File: src/rtl/multicycle_control_unit_if.sv
// Control/datapath bundle between the multicycle control unit and the datapath.
// Optional retired-instruction counter port present when CTRL_PERF_CNT_EN is defined.
interface multicycle_control_unit_if;
    logic [15:0] instr;
    logic        mem_ready;
    logic        zero;
    logic        IRWrite;
    logic        PCWrite;
    logic [1:0]  pc_src;
    logic [2:0]  Rd;
    logic [2:0]  Rs1;
    logic [2:0]  Rs2;
    logic        branch;
    logic        m;
    logic        store;
    logic [2:0]  ALUOp;
    logic        ALUSrc;
    logic        MemRead;
    logic        MemWrite;
    logic        MemToReg;
    logic        RegWrite;
    logic [2:0]  WriteReg;
    logic        illegal;
`ifdef CTRL_PERF_CNT_EN
    logic [15:0] retired;
`endif

    modport master (
        input  instr, mem_ready, zero,
        output IRWrite, PCWrite, pc_src, Rd, Rs1, Rs2, branch, m, store,
               ALUOp, ALUSrc, MemRead, MemWrite, MemToReg, RegWrite, WriteReg, illegal
`ifdef CTRL_PERF_CNT_EN
        , output retired
`endif
    );

    modport slave (
        output instr, mem_ready, zero,
        input  IRWrite, PCWrite, pc_src, Rd, Rs1, Rs2, branch, m, store,
               ALUOp, ALUSrc, MemRead, MemWrite, MemToReg, RegWrite, WriteReg, illegal
`ifdef CTRL_PERF_CNT_EN
        , input retired
`endif
    );
endinterface

File: src/rtl/multicycle_control_unit.sv
// Multicycle FETCH/DECODE/EXEC/MEM/WB controller for the 16-bit, 8-register core.
// Define CTRL_PERF_CNT_EN to add the retired-instruction counter.
//   state    | meaning
//   S_FETCH  | request instruction, latch IR and bump PC on mem_ready
//   S_DECODE | register fields valid; JMP and illegal opcodes resolve here
//   S_EXEC   | ALU operation; branches resolve here
//   S_MEM    | data access held until mem_ready or timeout
//   S_WB     | register write-back
module multicycle_control_unit #(
    parameter int OPW         = 4,
    parameter int MEM_TIMEOUT = 15
) (
    input  logic                        clk,
    input  logic                        rst_n,
    multicycle_control_unit_if.master   bus
);
    localparam int CW = $clog2(MEM_TIMEOUT + 1);

    localparam logic [OPW-1:0] OP_AND  = OPW'(0);
    localparam logic [OPW-1:0] OP_SUB  = OPW'(2);
    localparam logic [OPW-1:0] OP_ADDI = OPW'(3);
    localparam logic [OPW-1:0] OP_ANDI = OPW'(4);
    localparam logic [OPW-1:0] OP_LW   = OPW'(5);
    localparam logic [OPW-1:0] OP_SW   = OPW'(6);
    localparam logic [OPW-1:0] OP_BEQ  = OPW'(7);
    localparam logic [OPW-1:0] OP_BNE  = OPW'(8);
    localparam logic [OPW-1:0] OP_JMP  = OPW'(9);

    typedef enum logic [2:0] {S_FETCH, S_DECODE, S_EXEC, S_MEM, S_WB} state_t;

    state_t          r_state;
    state_t          w_next;
    logic [15:0]     r_ir;
    logic [CW-1:0]   r_wait;

    logic [OPW-1:0]  w_op;
    logic            w_is_lw, w_is_sw, w_is_beq, w_is_bne, w_is_jmp, w_is_illegal;
    logic            w_is_branch, w_timeout;
    logic            w_unused_ir;

    assign w_op         = r_ir[15 -: OPW];
    assign w_is_lw      = (w_op == OP_LW);
    assign w_is_sw      = (w_op == OP_SW);
    assign w_is_beq     = (w_op == OP_BEQ);
    assign w_is_bne     = (w_op == OP_BNE);
    assign w_is_jmp     = (w_op == OP_JMP);
    assign w_is_illegal = (w_op > OP_JMP);
    assign w_is_branch  = w_is_beq | w_is_bne;
    assign w_timeout    = (r_wait == CW'(MEM_TIMEOUT));
    assign w_unused_ir  = &{1'b0, r_ir[2:0]};

    // IR is cleared by reset, so the register fields read 0 while rst_n is low.
    assign bus.Rd  = r_ir[11:9];
    assign bus.Rs1 = r_ir[8:6];
    assign bus.Rs2 = r_ir[5:3];

    always_ff @(posedge clk or negedge rst_n) begin
        if (!rst_n) begin
            r_state <= S_FETCH;
            r_ir    <= '0;
            r_wait  <= '0;
        end else begin
            r_state <= w_next;
            if (r_state == S_FETCH && bus.mem_ready)
                r_ir <= bus.instr;
            if (r_state == S_MEM && !bus.mem_ready && !w_timeout)
                r_wait <= r_wait + CW'(1);
            else
                r_wait <= '0;
        end
    end

    always_comb begin
        w_next       = r_state;
        bus.IRWrite  = 1'b0;
        bus.PCWrite  = 1'b0;
        bus.pc_src   = 2'b00;
        bus.branch   = 1'b0;
        bus.m        = 1'b0;
        bus.store    = 1'b0;
        bus.ALUOp    = 3'b000;
        bus.ALUSrc   = 1'b0;
        bus.MemRead  = 1'b0;
        bus.MemWrite = 1'b0;
        bus.MemToReg = 1'b0;
        bus.RegWrite = 1'b0;
        bus.WriteReg = 3'b000;
        bus.illegal  = 1'b0;
        case (r_state)
            S_FETCH: begin
                bus.IRWrite = 1'b1;
                if (bus.mem_ready) begin
                    bus.PCWrite = 1'b1;
                    w_next      = S_DECODE;
                end
            end
            S_DECODE: begin
                bus.branch = w_is_branch;
                bus.m      = w_is_branch & r_ir[5];
                bus.store  = w_is_sw;
                if (w_is_jmp) begin
                    bus.PCWrite = 1'b1;
                    bus.pc_src  = 2'b10;
                    w_next      = S_FETCH;
                end else if (w_is_illegal) begin
                    bus.illegal = 1'b1;
                    w_next      = S_FETCH;
                end else begin
                    w_next = S_EXEC;
                end
            end
            S_EXEC: begin
                bus.branch = w_is_branch;
                bus.m      = w_is_branch & r_ir[5];
                bus.store  = w_is_sw;
                case (w_op)
                    OP_AND, OP_ANDI:        bus.ALUOp = 3'b000;
                    OP_SUB, OP_BEQ, OP_BNE: bus.ALUOp = 3'b010;
                    default:                bus.ALUOp = 3'b001;
                endcase
                bus.ALUSrc = (w_op == OP_ADDI) | (w_op == OP_ANDI) | w_is_lw | w_is_sw;
                if (w_is_branch) begin
                    bus.PCWrite = w_is_beq ? bus.zero : ~bus.zero;
                    bus.pc_src  = 2'b01;
                    w_next      = S_FETCH;
                end else if (w_is_lw || w_is_sw) begin
                    w_next = S_MEM;
                end else begin
                    w_next = S_WB;
                end
            end
            S_MEM: begin
                bus.store = w_is_sw;
                if (w_timeout) begin
                    bus.illegal = 1'b1;
                    w_next      = S_FETCH;
                end else begin
                    bus.MemRead  = w_is_lw;
                    bus.MemWrite = w_is_sw;
                    if (bus.mem_ready)
                        w_next = w_is_lw ? S_WB : S_FETCH;
                end
            end
            S_WB: begin
                bus.RegWrite = 1'b1;
                bus.WriteReg = r_ir[11:9];
                bus.MemToReg = w_is_lw;
                w_next       = S_FETCH;
            end
            default: w_next = S_FETCH;
        endcase
        // All strobes must be silent while reset is held, even though the state reads FETCH.
        if (!rst_n) begin
            bus.IRWrite  = 1'b0;
            bus.PCWrite  = 1'b0;
            bus.pc_src   = 2'b00;
            bus.branch   = 1'b0;
            bus.m        = 1'b0;
            bus.store    = 1'b0;
            bus.ALUOp    = 3'b000;
            bus.ALUSrc   = 1'b0;
            bus.MemRead  = 1'b0;
            bus.MemWrite = 1'b0;
            bus.MemToReg = 1'b0;
            bus.RegWrite = 1'b0;
            bus.WriteReg = 3'b000;
            bus.illegal  = 1'b0;
        end
    end

`ifdef CTRL_PERF_CNT_EN
    logic [15:0] r_retired;
    logic        w_retire;

    // Only normal completions count; illegal opcodes and timeouts do not.
    assign w_retire = (r_state == S_WB)
                    | (r_state == S_EXEC && w_is_branch)
                    | (r_state == S_DECODE && w_is_jmp)
                    | (r_state == S_MEM && w_is_sw && bus.mem_ready && !w_timeout);

    always_ff @(posedge clk or negedge rst_n) begin
        if (!rst_n)
            r_retired <= '0;
        else if (w_retire)
            r_retired <= r_retired + 16'd1;
    end

    assign bus.retired = r_retired;
`endif
endmodule
File: src/flat_wrapper.sv
// flat-port wrapper written by rule: the top's interface ports become plain ports
module multicycle_control_unit_flat 
#(
    parameter int OPW         = 4,
    parameter int MEM_TIMEOUT = 15
)
  (clk, rst_n, bus_instr, bus_mem_ready, bus_zero, bus_IRWrite, bus_PCWrite, bus_pc_src, bus_Rd, bus_Rs1, bus_Rs2, bus_branch, bus_m, bus_store, bus_ALUOp, bus_ALUSrc, bus_MemRead, bus_MemWrite, bus_MemToReg, bus_RegWrite, bus_WriteReg, bus_illegal);
  multicycle_control_unit_if bus_i ();
  input  logic clk;
  input  logic rst_n;
  input wire logic [$bits(bus_i.instr)-1:0] bus_instr;
  input wire logic [$bits(bus_i.mem_ready)-1:0] bus_mem_ready;
  input wire logic [$bits(bus_i.zero)-1:0] bus_zero;
  output wire logic [$bits(bus_i.IRWrite)-1:0] bus_IRWrite;
  output wire logic [$bits(bus_i.PCWrite)-1:0] bus_PCWrite;
  output wire logic [$bits(bus_i.pc_src)-1:0] bus_pc_src;
  output wire logic [$bits(bus_i.Rd)-1:0] bus_Rd;
  output wire logic [$bits(bus_i.Rs1)-1:0] bus_Rs1;
  output wire logic [$bits(bus_i.Rs2)-1:0] bus_Rs2;
  output wire logic [$bits(bus_i.branch)-1:0] bus_branch;
  output wire logic [$bits(bus_i.m)-1:0] bus_m;
  output wire logic [$bits(bus_i.store)-1:0] bus_store;
  output wire logic [$bits(bus_i.ALUOp)-1:0] bus_ALUOp;
  output wire logic [$bits(bus_i.ALUSrc)-1:0] bus_ALUSrc;
  output wire logic [$bits(bus_i.MemRead)-1:0] bus_MemRead;
  output wire logic [$bits(bus_i.MemWrite)-1:0] bus_MemWrite;
  output wire logic [$bits(bus_i.MemToReg)-1:0] bus_MemToReg;
  output wire logic [$bits(bus_i.RegWrite)-1:0] bus_RegWrite;
  output wire logic [$bits(bus_i.WriteReg)-1:0] bus_WriteReg;
  output wire logic [$bits(bus_i.illegal)-1:0] bus_illegal;
  assign bus_i.instr = bus_instr;
  assign bus_i.mem_ready = bus_mem_ready;
  assign bus_i.zero = bus_zero;
  assign bus_IRWrite = bus_i.IRWrite;
  assign bus_PCWrite = bus_i.PCWrite;
  assign bus_pc_src = bus_i.pc_src;
  assign bus_Rd = bus_i.Rd;
  assign bus_Rs1 = bus_i.Rs1;
  assign bus_Rs2 = bus_i.Rs2;
  assign bus_branch = bus_i.branch;
  assign bus_m = bus_i.m;
  assign bus_store = bus_i.store;
  assign bus_ALUOp = bus_i.ALUOp;
  assign bus_ALUSrc = bus_i.ALUSrc;
  assign bus_MemRead = bus_i.MemRead;
  assign bus_MemWrite = bus_i.MemWrite;
  assign bus_MemToReg = bus_i.MemToReg;
  assign bus_RegWrite = bus_i.RegWrite;
  assign bus_WriteReg = bus_i.WriteReg;
  assign bus_illegal = bus_i.illegal;
  multicycle_control_unit #(.OPW(OPW), .MEM_TIMEOUT(MEM_TIMEOUT)) u_core (.clk(clk), .rst_n(rst_n), .bus(bus_i));
endmodule
File: config.mk
export PLATFORM = sky130hd
export DESIGN_NAME = multicycle_control_unit_flat
export DESIGN_NICKNAME = d
export VERILOG_FILES = /design/src/rtl/multicycle_control_unit_if.sv /design/src/rtl/multicycle_control_unit.sv /design/src/flat_wrapper.sv
export SDC_FILE = /design/constraint.sdc
export NUM_CORES = 1
export LEC_CHECK = 0
export ABC_AREA = 1
export BUFFER_PORTS_ARGS = -buffer_cell sky130_fd_sc_hd__buf_2
export CORE_MARGIN = 5
export CORE_UTILIZATION = 43
export DETAILED_ROUTE_END_ITERATION = 6
export PLACE_DENSITY = 0.74
export REMOVE_ABC_BUFFERS = 1
export SLEW_MARGIN = 20
export SYNTH_ARGS = -nofsm -noshare
export SYNTH_HDL_FRONTEND = slang
export SYNTH_SLANG_ARGS = --single-unit
File: constraint.sdc
create_clock -name clk -period 1.4 [get_ports clk]
set_clock_uncertainty 0.15 [all_clocks]
set_input_delay 0.07 -clock clk [delete_from_list [all_inputs] [get_ports clk]]
set_output_delay 0.07 -clock clk [all_outputs]
set_load 0.01 [all_outputs]
Yosys cells after proc, flatten, opt, wreduce, memory -nomap -nowiden
Index checks and enable logic that the tools add are counted.
{ "classes": {"n_lt_le_gt_ge": 1, "n_addsub": 1, "n_reduce_logical": 13, "mux": 50, "eq_ne": 15, "bitwise_logic": 6} }
{ "op_table": {"columns": ["operator", "n"], "rows": [
  ["$mux 3", 11],
  ["$mux 1", 30],
  ["$eq 4x3->1 const B", 4],
  ["$eq 4x4->1 const B", 3],
  ["$pmux 3 s4", 1],
  ["$eq 4x2->1 const B", 2],
  ["$pmux 2 s2", 2],
  ["$eq 3x2->1 const B", 2],
  ["$mux 2", 3],
  ["$reduce_or 3->1", 2],
  ["$add 4x1->4 const B", 1],
  ["$gt 4x4->1 const B", 1],
  ["$logic_not 4->1", 1],
  ["$mux 4", 1],
  ["$or 1x1->1", 4],
  ["$reduce_or 2->1", 2],
  ["$eq 3x1->1 const B", 1],
  ["$eq 3x3->1 const B", 1],
  ["$logic_and 1x1->1", 3],
  ["$logic_not 3->1", 1],
  ["$ne 3x2->1 const B", 1],
  ["$pmux 1 s3", 1],
  ["$logic_not 1->1", 2],
  ["$ne 2x2->1 const B", 1],
  ["5 further kinds", 5]
]} }
{ "word_totals": {"wordCells": 89, "in_bits": 20, "output_inout_bits": 28, "ff_bits": 23} }

Logic depth before layout (Yosys ltp)
{ "logic_depth": {"word_depth": 6, "depth_mapped": 8} }

Least setup slack after synthesis
No wires, ideal clock.
{ "synth_path": {"path_type": "flip-flop to output port", "from": "register u_core.r_state[2]", "to": "output bus_m", "n_path_buf": 0, "path_stages_with_launch": 4, "setup_slack_ps": -20, "t_arrival_ps": 1200, "path_cell_list": "dfrtp_1 -> nor3_2 -> o21ai_1 -> nor3b_1"} }
{ "synth_between": {"elab_chain_len": 4, "word_cells_on_any_way": 5, "classes_between": "eq/ne: 2; mux: 2; reduce/logical: 1"} }
{ "synth_lines": {"columns": ["item", "line_no", "source"], "rows": [
  ["from (decl)", "multicycle_control_unit.sv:31", "state_t r_state;"],
  ["from (signal assigned)", "multicycle_control_unit.sv:63", "r_state <= w_next;"],
  ["$eq 3x1->1 or $eq 3x2->1 (tied branches)", "multicycle_control_unit.sv:89", "case (r_state)"],
  ["$reduce_or 2->1 (no source line) (*)", null, null],
  ["$mux 1 (*)", null, null],
  ["$mux 1 (*)", "multicycle_control_unit.sv:153", "if (!rst_n) begin"],
  ["to (decl)", "flat_wrapper.sv:21", "output wire logic [$bits(bus_i.m)-1:0] bus_m;"]
]} }
Mark *: on every way between the ends. The rest lies on a longest branch, timed or not.

Worst setup path after layout
{ "layout_path": {"from": "register u_core.r_ir[15]", "to": "output bus_MemRead"} }
{ "layout_between": {"elab_chain_len": 4} }
{ "layout_lines": {"columns": ["item", "line_no", "source"], "rows": [
  ["from (decl)", "multicycle_control_unit.sv:33", "logic [15:0] r_ir;"],
  ["from (signal assigned)", "multicycle_control_unit.sv:65", "r_ir <= bus.instr;"],
  ["$eq 4x3->1", "multicycle_control_unit.sv:42", "assign w_is_lw = (w_op == OP_LW);"],
  ["$mux 1", "multicycle_control_unit.sv:134", "if (w_timeout) begin"],
  ["$mux 1", "multicycle_control_unit.sv:89", null],
  ["$mux 1", "multicycle_control_unit.sv:153", null],
  ["to (decl)", "flat_wrapper.sv:25", "output wire logic [$bits(bus_i.MemRead)-1:0] bus_MemRead;"]
]} }
Every way passes these cells.

==> results.toml <==
[outcome]
status = "complete, but fails checks"
violations = "negative hold slack, negative setup slack"

[yosys]
postSynthCellCount = 173
synth_area_um2 = 1257
synth_edf_count = 0
synth_async_sr_flop_share_pct = 100.0
synthFlopType = "dfrtp_1"
synth_warnings = 0
avgSynthCellArea_um2 = 7.269
yosysSeqAreaShare_pct = 39.80
ys_ff_latch = 20
synth_cell_type_count = 29

[setup_path]
crit_required_ns = 1.18
critPathArrivalTime_ns = 1.58
path_class = "reg -> out"
critPathMaxFanout = 5
endpoint_kind = "output pin"
worst_setup_path_start_kind = "flip-flop"

[routing]
ant_nets = 0
drt-pass1-iter-count = 4
num_vias = 1408
viasPerCell = 4.958
drt_wl_total_um = 3897
remaining_drc_errors = 0
wl_per_cell_um = 13.72
drt_iter0_markers = 63

[power_and_ir_drop]
p_leak_nw = 1.089
irDropWorstVdd_v = 0.001431
total_power_mw = 3.562
pwr_density_cell_nw_per_um2 = 1720

[timing]
slew_viol_final = 0
fmax_ghz = 0.5560
rsz0062_at_grt = "true"
setup_viol = 24
final.period_utilization_pct = 128.5
min_period_ns = 1.799
fin_setup_tns_ns = -6.033
whs_ns = -0.03986
worst_slack_ns = -0.3986
finalHoldViolations = 1

[layout]
final_util_pct = 74.45
drive_gt1_share_pct = 55.73
insertedDiodeCount = 0
final_common_cell = "buf_2"
fin_nets = 275
final_cell_mix = "buf_2, buf_4, nand2_1"
area_delta_synth_final_pct = 64.68
design_area_um2 = 2071
layoutNonFillerInstCount = 284

[floorplan]
rows = 19
fp.dieW_um = 64.08
initial_utilization_pct = 45.21
io_pins = 48
fp.dieH_um = 64.08
coreArea_um2 = 2781
die_area_um2 = 4106

[placed_design]
dp_worst_setup_slack_ns = -0.07019
dp_cells = 249
port_buffers = 43
gp_congestion = 0.8843
place_area_um2 = 1534
dpl.hpwl_um = 2306

[global_route]
gr-usage-all-layers_pct = 17.24
grt_max_degree = 13
antenna_found_initial = 0
grt_pass1_wl_um = 5796
grt-ovfl-total = 0
grt_pass1_vias = 1414

[clock_network]
holdBufCountCts = 15
ctsHtreeMaxLevel = 1
cts_tree = "built"
cts_buffers = 3
insertion_delay_ns = 0.31
clkTransAtPathRegs_ns = 0.11
clockBufferDepth = 2
cts.sinks = 20
root_buffer = "clkbuf_4"

[flow_run]
cap_violations = 0

[worst_hold_path]
hold_class = "in -> reg"
## per-layer routing
metal | vias up | global-route usage, % | wire length (um)
met3 | 11 | 2.977 | 219
met4 | 0 | 7.273 | 87
met5 | - | 0 | 0
met1 | 661 | 19.43 | 1482
met2 | 44 | 31.53 | 2107
li1 | 692 | - | -
## state kept, by name, indices dropped and copies added (netlist names)
register	flops
u_core.r_state	3
u_core.r_ir	13
u_core.r_wait	4
## what timing repair did
action | in CTS | in global routing
hold endpoints to repair | 33 | 1
setup buffers | 8 | 8
resized for setup | 25 | 46
pin swaps | 13 | 13
endpoints found under the setup margin | 27 | 37
## power by group
part	internal (mW)	switching, mW	total, mW
logic	0.983	1.21	2.19
clock network	0.159	0.179	0.338
registers	0.805	0.227	1.03
## cell usage after synthesis, types with 2 or more instances
cell type	number	area share [%]
o21ai_0	2	0.80
nor2_1	36	11
a21oi_1	10	4.0
buf_4	10	6.0
nor2_2	3	1.5
inv_2	5	1.5
inv_1	17	5.1
nand3_1	13	5.2
o21ai_1	2	0.80
buf_6	2	1.8
nor3_1	3	1.2
nand2_1	34	10
dfrtp_1	20	40
## final cells by class
cell class | count | area, um2
Multi-Input combinational cell | 118 | 773.2
Tap cell | 31 | 38.79
Sequential cell | 20 | 508.0
Clock buffer | 4 | 36.28
Inverter | 22 | 85.08
Fill cell | 196 | 710.7
Timing Repair Buffer | 89 | 629.4
## logic make-up after synthesis
logic type               count (synthesis)  share of synthesized area, %
XOR/XNOR                                 1                        0.6966
adder cells (fa/ha/maj)                  1                        0.9949
other                                    1                        0.2982
buffers and inverters                   35                         14.73
flip-flops                              20                         39.80
AO/OA/AOI/OAI                           17                         7.463
AND/OR/NAND/NOR                         98                         36.02
## critical path, stage by stage, from the launching register on
cell	delay (ns)
dfrtp_2	0.47
nor2_4	0.18
nand3_1	0.13
or2_1	0.25
nor2_1	0.11
buf_2	0.14
## path summary, 6_finish.rpt
kind	cells after the start	endpoint	slack, ns	startpoint
min in group asynchronous	3	u_core.r_ir[13]	0.21	rst_n
setup / recovery	5	bus_MemRead	-0.40	u_core.r_ir[15]
hold reg to reg	2	u_core.r_ir[8]	0.33	u_core.r_ir[8]
hold / removal	4	u_core.r_ir[5]	-0.04	bus_mem_ready
setup reg to reg	7	u_core.r_state[0]	-0.17	u_core.r_state[2]
max in group asynchronous	3	u_core.r_state[0]	0.70	rst_n
Note: power is estimated with default switching activity, not from simulation.
